### config.mk
export PLATFORM = sky130hd
export DESIGN_NAME = bf_spi_cmd_rx_flat
export DESIGN_NICKNAME = d
export VERILOG_FILES = /design/src/rtl/bf_cmd_pkg.sv /design/src/rtl/bf_spi_cmd_rx_if.sv /design/src/rtl/spi_slave_byte_rx.sv /design/src/rtl/bf_spi_cmd_rx.sv /design/src/flat_wrapper.sv
export SDC_FILE = /design/constraint.sdc
export NUM_CORES = 1
export LEC_CHECK = 0
export ABC_AREA = 0
export CORE_ASPECT_RATIO = 0.7
export CORE_MARGIN = 2
export CORE_UTILIZATION = 48
export DETAILED_ROUTE_END_ITERATION = 8
export PLACE_DENSITY = 0.71
export RECOVER_POWER = 100
export SYNTH_ARGS = -nofsm -noshare
export SYNTH_HDL_FRONTEND = slang
export SYNTH_SLANG_ARGS = --single-unit
### constraint.sdc
create_clock -name clk -period 5 [get_ports clk]
set_clock_uncertainty 0.2 [all_clocks]
set_input_delay 0.5 -clock clk [delete_from_list [all_inputs] [get_ports clk]]
set_output_delay 0.5 -clock clk [all_outputs]
set_load 0.005 [all_outputs]
### src/rtl/bf_cmd_pkg.sv
// rtl/bf_cmd_pkg.sv - shared beamformer command frame types, constants and checksum
package bf_cmd_pkg;

    localparam int         FRAME_BYTES = 5;
    localparam logic [1:0] OPC_WRITE   = 2'b10;

    typedef struct packed {
        logic       tx;
        logic [2:0] lane;
        logic [4:0] row;
        logic [4:0] col;
        logic [5:0] phase;
    } bf_cmd_t;

    typedef enum logic [1:0] {
        ST_IDLE,
        ST_SHIFT,
        ST_DECODE
    } bf_rx_state_t;

    // Frame checksum byte: XOR of the four payload bytes
    function automatic logic [7:0] bf_cmd_csum(input logic [7:0] b0, input logic [7:0] b1,
                                               input logic [7:0] b2, input logic [7:0] b3);
        return b0 ^ b1 ^ b2 ^ b3;
    endfunction

endpackage

### src/rtl/bf_spi_cmd_rx_if.sv
// rtl/bf_spi_cmd_rx_if.sv - SPI command link wires (sclk/cs_n/mosi) with master/slave views
interface bf_spi_cmd_rx_if;
    logic sclk;
    logic cs_n;
    logic mosi;

    modport master (output sclk, output cs_n, output mosi);
    modport slave  (input  sclk, input  cs_n, input  mosi);
endinterface

### src/rtl/spi_slave_byte_rx.sv
// rtl/spi_slave_byte_rx.sv - SPI mode-0 oversampling synchroniser, edge detector and byte shifter
module spi_slave_byte_rx #(
    parameter int SYNC_FF = 2
) (
    input  logic                  clk,
    input  logic                  rst_n,
    bf_spi_cmd_rx_if.slave        spi,
    output logic                  byte_valid,
    output logic [7:0]            byte_data,
    output logic                  cs_fall,
    output logic                  cs_rise,
    output logic                  cs_mid,
    output logic                  busy
);

    logic [SYNC_FF-1:0] sclk_sync, cs_sync, mosi_sync;
    logic               sclk_s, cs_s, mosi_s;
    logic               sclk_d, cs_d;
    logic [2:0]         bit_cnt;
    logic [6:0]         shreg;
    logic               sclk_rise, bit_take, byte_done;

    assign sclk_s    = sclk_sync[SYNC_FF-1];
    assign cs_s      = cs_sync[SYNC_FF-1];
    assign mosi_s    = mosi_sync[SYNC_FF-1];
    assign sclk_rise = sclk_s & ~sclk_d;
    // Gate on the previous cs level so a bit edge landing with the cs_n rise still counts
    assign bit_take  = sclk_rise & ~cs_d;
    assign byte_done = bit_take & (bit_cnt == 3'd7);
    assign busy      = ~cs_d;

    // Synchroniser chains; cs_n resets to the inactive (high) level
    always_ff @(posedge clk or negedge rst_n) begin
        if (!rst_n) begin
            sclk_sync <= '0;
            cs_sync   <= '1;
            mosi_sync <= '0;
        end else begin
            sclk_sync <= {sclk_sync[SYNC_FF-2:0], spi.sclk};
            cs_sync   <= {cs_sync[SYNC_FF-2:0], spi.cs_n};
            mosi_sync <= {mosi_sync[SYNC_FF-2:0], spi.mosi};
        end
    end

    // Bit shifter, byte strobe and registered cs_n edge flags
    always_ff @(posedge clk or negedge rst_n) begin
        if (!rst_n) begin
            sclk_d     <= 1'b0;
            cs_d       <= 1'b1;
            bit_cnt    <= '0;
            shreg      <= '0;
            byte_valid <= 1'b0;
            byte_data  <= '0;
            cs_fall    <= 1'b0;
            cs_rise    <= 1'b0;
            cs_mid     <= 1'b0;
        end else begin
            sclk_d     <= sclk_s;
            cs_d       <= cs_s;
            byte_valid <= byte_done;
            cs_fall    <= ~cs_s & cs_d;
            cs_rise    <= cs_s & ~cs_d;
            cs_mid     <= cs_s & ~cs_d & (bit_take ? (bit_cnt != 3'd7) : (bit_cnt != 3'd0));
            if (cs_d) begin
                bit_cnt <= '0;
            end else if (bit_take) begin
                bit_cnt <= bit_cnt + 3'd1;
            end
            if (bit_take) begin
                shreg <= {shreg[5:0], mosi_s};
            end
            if (byte_done) begin
                byte_data <= {shreg, mosi_s};
            end
        end
    end

endmodule

### src/rtl/bf_spi_cmd_rx.sv
// rtl/bf_spi_cmd_rx.sv - beamformer SPI command receiver: frame FSM, decode, counters (option BF_RX_CSUM_EN)
module bf_spi_cmd_rx
    import bf_cmd_pkg::*;
#(
    parameter int LANE_ID = 0,
    parameter int SYNC_FF = 2,
    parameter int CNT_W   = 16
) (
    input  logic              clk,
    input  logic              rst_n,
    bf_spi_cmd_rx_if.slave    spi,
    output logic              cmd_valid,
    output logic              cmd_tx,
    output logic [4:0]        cmd_row,
    output logic [4:0]        cmd_col,
    output logic [5:0]        cmd_phase,
    output logic              frame_err,
    output logic              csum_err,
    output logic              lane_miss,
    output logic [CNT_W-1:0]  frame_cnt,
    output logic [CNT_W-1:0]  err_cnt,
    output logic              busy
);

    logic         byte_valid, cs_fall, cs_rise, cs_mid;
    logic [7:0]   byte_data;
    bf_rx_state_t state_q, state_d;
    logic [2:0]   byte_cnt_q, byte_cnt_d;
    logic [1:0]   opc_q;
    bf_cmd_t      cmd_q;
    logic         byte_take, frame_done, abort, csum_bad;
    logic         dec_ferr, dec_cerr, dec_miss, dec_ok;

    spi_slave_byte_rx #(.SYNC_FF(SYNC_FF)) u_byte_rx (
        .clk        (clk),
        .rst_n      (rst_n),
        .spi        (spi),
        .byte_valid (byte_valid),
        .byte_data  (byte_data),
        .cs_fall    (cs_fall),
        .cs_rise    (cs_rise),
        .cs_mid     (cs_mid),
        .busy       (busy)
    );

    assign byte_take = byte_valid & (state_q != ST_IDLE);

    // Frame FSM next state and byte counting
    always_comb begin
        state_d    = state_q;
        byte_cnt_d = byte_cnt_q;
        frame_done = 1'b0;
        case (state_q)
            ST_IDLE: begin
                if (cs_fall) begin
                    state_d    = ST_SHIFT;
                    byte_cnt_d = '0;
                end
            end
            ST_SHIFT, ST_DECODE: begin
                if (state_q == ST_DECODE) state_d = ST_SHIFT;
                if (byte_take) begin
                    if (byte_cnt_q == 3'(FRAME_BYTES - 1)) begin
                        frame_done = 1'b1;
                        byte_cnt_d = '0;
                        state_d    = ST_DECODE;
                    end else begin
                        byte_cnt_d = byte_cnt_q + 3'd1;
                    end
                end
                if (cs_rise) state_d = ST_IDLE;
            end
            default: state_d = ST_IDLE;
        endcase
    end

    assign abort = cs_rise & (state_q != ST_IDLE) & (cs_mid | (byte_cnt_d != 3'd0));

`ifdef BF_RX_CSUM_EN
    logic [3:0][7:0] raw_q;

    // Keep the four payload bytes for the checksum compare against byte 4
    always_ff @(posedge clk or negedge rst_n) begin
        if (!rst_n) begin
            raw_q <= '0;
        end else if (byte_take && byte_cnt_q < 3'd4) begin
            raw_q[byte_cnt_q[1:0]] <= byte_data;
        end
    end

    assign csum_bad = bf_cmd_csum(raw_q[0], raw_q[1], raw_q[2], raw_q[3]) != byte_data;
`else
    assign csum_bad = 1'b0;
`endif

    assign dec_ferr = frame_done & (opc_q != OPC_WRITE);
    assign dec_cerr = frame_done & (opc_q == OPC_WRITE) & csum_bad;
    assign dec_miss = frame_done & (opc_q == OPC_WRITE) & ~csum_bad & (cmd_q.lane != 3'(LANE_ID));
    assign dec_ok   = frame_done & (opc_q == OPC_WRITE) & ~csum_bad & (cmd_q.lane == 3'(LANE_ID));

    // State register and per-byte field capture
    always_ff @(posedge clk or negedge rst_n) begin
        if (!rst_n) begin
            state_q    <= ST_IDLE;
            byte_cnt_q <= '0;
            opc_q      <= '0;
            cmd_q      <= '0;
        end else begin
            state_q    <= state_d;
            byte_cnt_q <= byte_cnt_d;
            if (byte_take) begin
                case (byte_cnt_q)
                    3'd0: begin
                        opc_q    <= byte_data[7:6];
                        cmd_q.tx   <= byte_data[5];
                        cmd_q.lane <= byte_data[4:2];
                    end
                    3'd1:    cmd_q.row   <= byte_data[4:0];
                    3'd2:    cmd_q.col   <= byte_data[4:0];
                    3'd3:    cmd_q.phase <= byte_data[5:0];
                    default: ;
                endcase
            end
        end
    end

    // Registered strobes, held command fields and event counters
    always_ff @(posedge clk or negedge rst_n) begin
        if (!rst_n) begin
            cmd_valid <= 1'b0;
            frame_err <= 1'b0;
            csum_err  <= 1'b0;
            lane_miss <= 1'b0;
            cmd_tx    <= 1'b0;
            cmd_row   <= '0;
            cmd_col   <= '0;
            cmd_phase <= '0;
            frame_cnt <= '0;
            err_cnt   <= '0;
        end else begin
            cmd_valid <= dec_ok;
            frame_err <= dec_ferr | abort;
            csum_err  <= dec_cerr;
            lane_miss <= dec_miss;
            if (dec_ok) begin
                cmd_tx    <= cmd_q.tx;
                cmd_row   <= cmd_q.row;
                cmd_col   <= cmd_q.col;
                cmd_phase <= cmd_q.phase;
                frame_cnt <= frame_cnt + 1'b1;
            end
            if ((dec_ferr | abort | dec_cerr) && (err_cnt != '1)) begin
                err_cnt <= err_cnt + 1'b1;
            end
        end
    end

endmodule
### src/flat_wrapper.sv
// flat-port wrapper written by rule: the top's interface ports become plain ports
module bf_spi_cmd_rx_flat import bf_cmd_pkg::*;
#(
    parameter int LANE_ID = 0,
    parameter int SYNC_FF = 2,
    parameter int CNT_W   = 16
)
  (clk, rst_n, cmd_valid, cmd_tx, cmd_row, cmd_col, cmd_phase, frame_err, csum_err, lane_miss, frame_cnt, err_cnt, busy, spi_sclk, spi_cs_n, spi_mosi);
  bf_spi_cmd_rx_if spi_i ();
  input  logic clk;
  input  logic rst_n;
  output logic cmd_valid;
  output logic cmd_tx;
  output logic [4:0] cmd_row;
  output logic [4:0] cmd_col;
  output logic [5:0] cmd_phase;
  output logic frame_err;
  output logic csum_err;
  output logic lane_miss;
  output logic [CNT_W-1:0] frame_cnt;
  output logic [CNT_W-1:0] err_cnt;
  output logic busy;
  input wire logic [$bits(spi_i.sclk)-1:0] spi_sclk;
  input wire logic [$bits(spi_i.cs_n)-1:0] spi_cs_n;
  input wire logic [$bits(spi_i.mosi)-1:0] spi_mosi;
  assign spi_i.sclk = spi_sclk;
  assign spi_i.cs_n = spi_cs_n;
  assign spi_i.mosi = spi_mosi;
  bf_spi_cmd_rx #(.LANE_ID(LANE_ID), .SYNC_FF(SYNC_FF), .CNT_W(CNT_W)) u_core (.clk(clk), .rst_n(rst_n), .spi(spi_i), .cmd_valid(cmd_valid), .cmd_tx(cmd_tx), .cmd_row(cmd_row), .cmd_col(cmd_col), .cmd_phase(cmd_phase), .frame_err(frame_err), .csum_err(csum_err), .lane_miss(lane_miss), .frame_cnt(frame_cnt), .err_cnt(err_cnt), .busy(busy));
endmodule
==> impl_results.md <==
* First-pass GRT wire length at 13800 um
* Ports at between 50 and 60
* Clk Latency, worst-skew pair at 340 ps
* RePlAce Congestion at slightly below 0.9
* Clock share of power at between 40% and 50%
* Comb power frac at ~6.7%
* CTS tree: yes
* Crit-path cells: inv_1 > ha_1 > nor2b_1 > nand4_4 > or3_1 > inv_1 > nand2_1 > nor2_4 > nand3_1 > xnor2_1
* Initial Utilization at 49.8%
* Post-CTS setup buffers at 0
* Failing checks: capacitance limit, slew limit
* Post-CTS resize count at 0
* Worst-Margin Slew at ~1800 ps
* Gr ovfl total at 0
* CP peak stage delay at roughly 690 ps
* Distinct cells, synth at 46
* Clk buf depth at 2
* Outcome: finished, violations left
* PD cells at about 330 mW/mm^2
* Diodes inserted at 0
* Antenna violations before repair at 0
* Max cap viols at 1
* Core area at 0.00914 mm^2
* ANT nets after route at 0
* Post-synthesis cell area at 0.00455 mm^2
* R2R Setup Slk at 1360 ps
* Max H-tree Level at 3
* I/O Buffers at 57
* Die W at 120 um
* # setup viols final at 0
* Post-DP HPWL at between 5000 and 6000 um
* Critical Path RT at a little over 5000 ps
* Critical Path Source Type: flop
* Syn_nets at 389
* Total Routing Usage GR at between 10% and 20%
* VDD IR max at between 0.2 and 0.25 mV
* Fin worst setup slack at approximately 1400 ps
* Fin Setup TNS at 0 ps
* Wire per inst at 13.9 um
* Fin. Hold Viols at 0
* Share of layout cells above drive strength 1 at around 13%
* Fin cells at 557
* Pre-antenna DRT Iters at 4
* Setup Crit Path Kind: reg2reg
* RSZ-0062 raised after global routing: false
* Clock root buffer: clkbuf_16
* Worst setup endpoint: u_core.frame_cnt[8]
* Via Count at 2816
* Sequential Power Share at between 50% and 60%
* CTS buffer count at 9
* Power, Total at around 1.8 mW
* Rel. slew slack at -21.6%
* Final period util at 72.7%
* Die Y at 85.5 um
* Area growth, synth to finish at 20.8%
* Period minus WS final at roughly 3600 ps
* Reg-to-reg critical path startpoint: u_core.state_q[0]
* Setup crit end kind: flop
* Internal Pwr Total at ~1.4 mW
* Post-CTS Hold Buffers at 0
* YS warnings at 0
* Post-Place Worst Slack at roughly 2200 ps
* Inst Count DP at 541
* Mapped Cells at 372
* Max-slew violations at 37
* Vias in the first global route at 2710
* Die ar. at 0.0103 mm^2
* Hold crit path type: in2async
* Highest clock rate at 275 MHz
* Switch share at 21.2%
* Drt first-iter violations at 154
* Largest net degree at the start of global routing at 75
* Yosys reg bits at 109
* Clk sink count at approximately 110
* Register area share after synthesis at 60.0%
* Slowest cell on crit path: or3_1
* Setup crit start: u_core.state_q[0]
* Worst Path Arrival at 3670 ps
* Clock Pin Slew Worst Setup and Hold Paths at 70 ps
* Psw at roughly 0.4 mW
* R2r worst-path depth at 10
* Site row count at 29
* Mean Syn Cell Area at 12.2 um^2
* Leak at 2.82 nW
* WL final at 7750 um
* DRC at 0
* Via density at 5.06
* Net count of the finished layout at 445
* Worst Path Max Fanout at 22
* Utilization after layout at 60.2%
* Crit path top cell by count: inv_1
* R2r endpoint: u_core.frame_cnt[8]
cell usage after synthesis, drive strengths merged:
master | instances | area share (%)
o31ai | 2 | 0.33
ha | 12 | 3.3
or3 | 2 | 0.38
o21ai | 3 | 0.33
mux2 | 38 | 9.4
dfrtp | 106 | 58
nor4 | 1 | 0.27
nor3b | 3 | 0.49
nand3 | 15 | 1.6
o32ai | 1 | 0.19
xnor2 | 29 | 5.6
a32o | 1 | 0.22
a21oi | 2 | 0.22
and4 | 2 | 0.38
inv | 12 | 0.99
xor2 | 2 | 0.38
and3 | 10 | 1.4
nor2b | 5 | 0.85
nand4 | 11 | 1.8
and4bb | 1 | 0.27
dfstp | 3 | 1.7
conb | 1 | 0.082
mux2i | 2 | 0.44
a31o | 1 | 0.19
nor2 | 12 | 1.2
nand2b | 4 | 0.55
clkbuf | 6 | 0.49
and2 | 3 | 0.41
nand2 | 68 | 5.7
a31oi | 3 | 0.55
o311ai | 1 | 0.19
nor3 | 1 | 0.36
and2b | 2 | 0.38
buf | 7 | 1.0
per-stage QoR:
step | cell area (um^2) | hold WS (ps)
floorplan | 4550 | 4.41
global placement | 5220 | 133
detailed placement | 5220 | 136
CTS | 5540 | 114
global route | 5500 | 162
finish | 5500 | 87.9
how the worst min path moves through the flow:
| stage | endpoint | slack [ps] | depth (start not counted) |
|---|---|---|---|
| 3_5_place_dp | u_core.u_byte_rx.sclk_sync[1] | 140 | 0 |
| 2_1_floorplan | u_core.byte_cnt_q[0] | 4 | 0 |
| 4_1_cts | u_core.cmd_col[1] | 110 | 1 |
| 3_3_place_gp | u_core.u_byte_rx.mosi_sync[1] | 130 | 0 |
| 6_report | u_core.cmd_valid | 90 | 1 |
| 5_1_grt | u_core.u_byte_rx.sclk_sync[1] | 160 | 0 |
cell families (layout without fill, tap and decap cells):
| logic type | count (synthesis) | after routing | synth area share, % |
|---|---|---|---|
| AOI/OAI and AO/OA | 14 | 14 | 2.23 |
| xor gates and xnor gates | 31 | 31 | 5.96 |
| adders and majority gates | 12 | 12 | 3.30 |
| buffers and inverters | 25 | 86 | 2.50 |
| DFF | 109 | 109 | 60.0 |
| muxes | 40 | 40 | 9.84 |
| other | 1 | 1 | 0.0824 |
| and+or+nand+nor | 140 | 140 | 16.1 |
layout by cell type, fill, tap and decap left out, types with 10 or more instances in the layout:
| cell | instances |
|---|---|
| dfrtp_1 | 106 |
| xnor2_1 | 29 |
| mux2_2 | 38 |
| nand2_1 | 68 |
| dlygate4sd3_1 | 56 |
| inv_1 | 12 |
| ha_1 | 12 |
| nand3_1 | 15 |
| nor2_1 | 11 |
| and3_1 | 10 |
| nand4_1 | 10 |
routing by layer:
layer	vias up	wire length, um	global-route usage, %	part of all wire (%)
met4	0	126	6.34	1.6
met5	-	0	0	0
li1	1370	-	-	-
met2	52	3280	23.9	42
met3	11	355	5.11	4.6
met1	1383	3990	25.6	51
state kept, by name, summed over array words and instances (netlist names), 2 cells and up:
| register | flops |
|---|---|
| u_core.state_q | 2 |
| u_core.u_byte_rx.sclk_sync | 2 |
| u_core.opc_q | 2 |
| u_core.u_byte_rx.mosi_sync | 2 |
| u_core.u_byte_rx.shreg | 7 |
| u_core.cmd_col | 5 |
| u_core.cmd_phase | 6 |
| u_core.u_byte_rx.byte_data | 8 |
| u_core.cmd_row | 5 |
| u_core.frame_cnt | 16 |
| u_core.u_byte_rx.bit_cnt | 3 |
| u_core.cmd_q | 20 |
| u_core.byte_cnt_q | 3 |
| u_core.u_byte_rx.cs_sync | 2 |
| u_core.err_cnt | 16 |
power groups by stage:
stage	clock network, mW	registers, mW	logic, mW
2_1_floorplan	0	0.958	0.0881
3_3_place_gp	0	0.965	0.132
3_5_place_dp	0	0.967	0.135
4_1_cts	0.782	0.951	0.135
5_1_grt	0.824	0.955	0.140
6_report	0.761	0.951	0.122
critical path, delay by kind of cell (launching register included):
family | cells | cell delay, ps
flops | 1 | 370
fa+ha+maj | 1 | 280
buf+inv | 2 | 660
simple gates | 6 | 1870
xor+xnor | 1 | 130
layout make-up:
class | count | area [um^2]
Fill cell | 766 | 3640
Timing Repair Buffer | 58 | 572
Multi-Input combinational cell | 238 | 1670
Clock buffer | 13 | 260
Tap cell | 124 | 155
Sequential cell | 109 | 2730
Clock inverter | 3 | 67.6
Inverter | 12 | 45.0
Note: power is estimated with default switching activity, not from simulation.
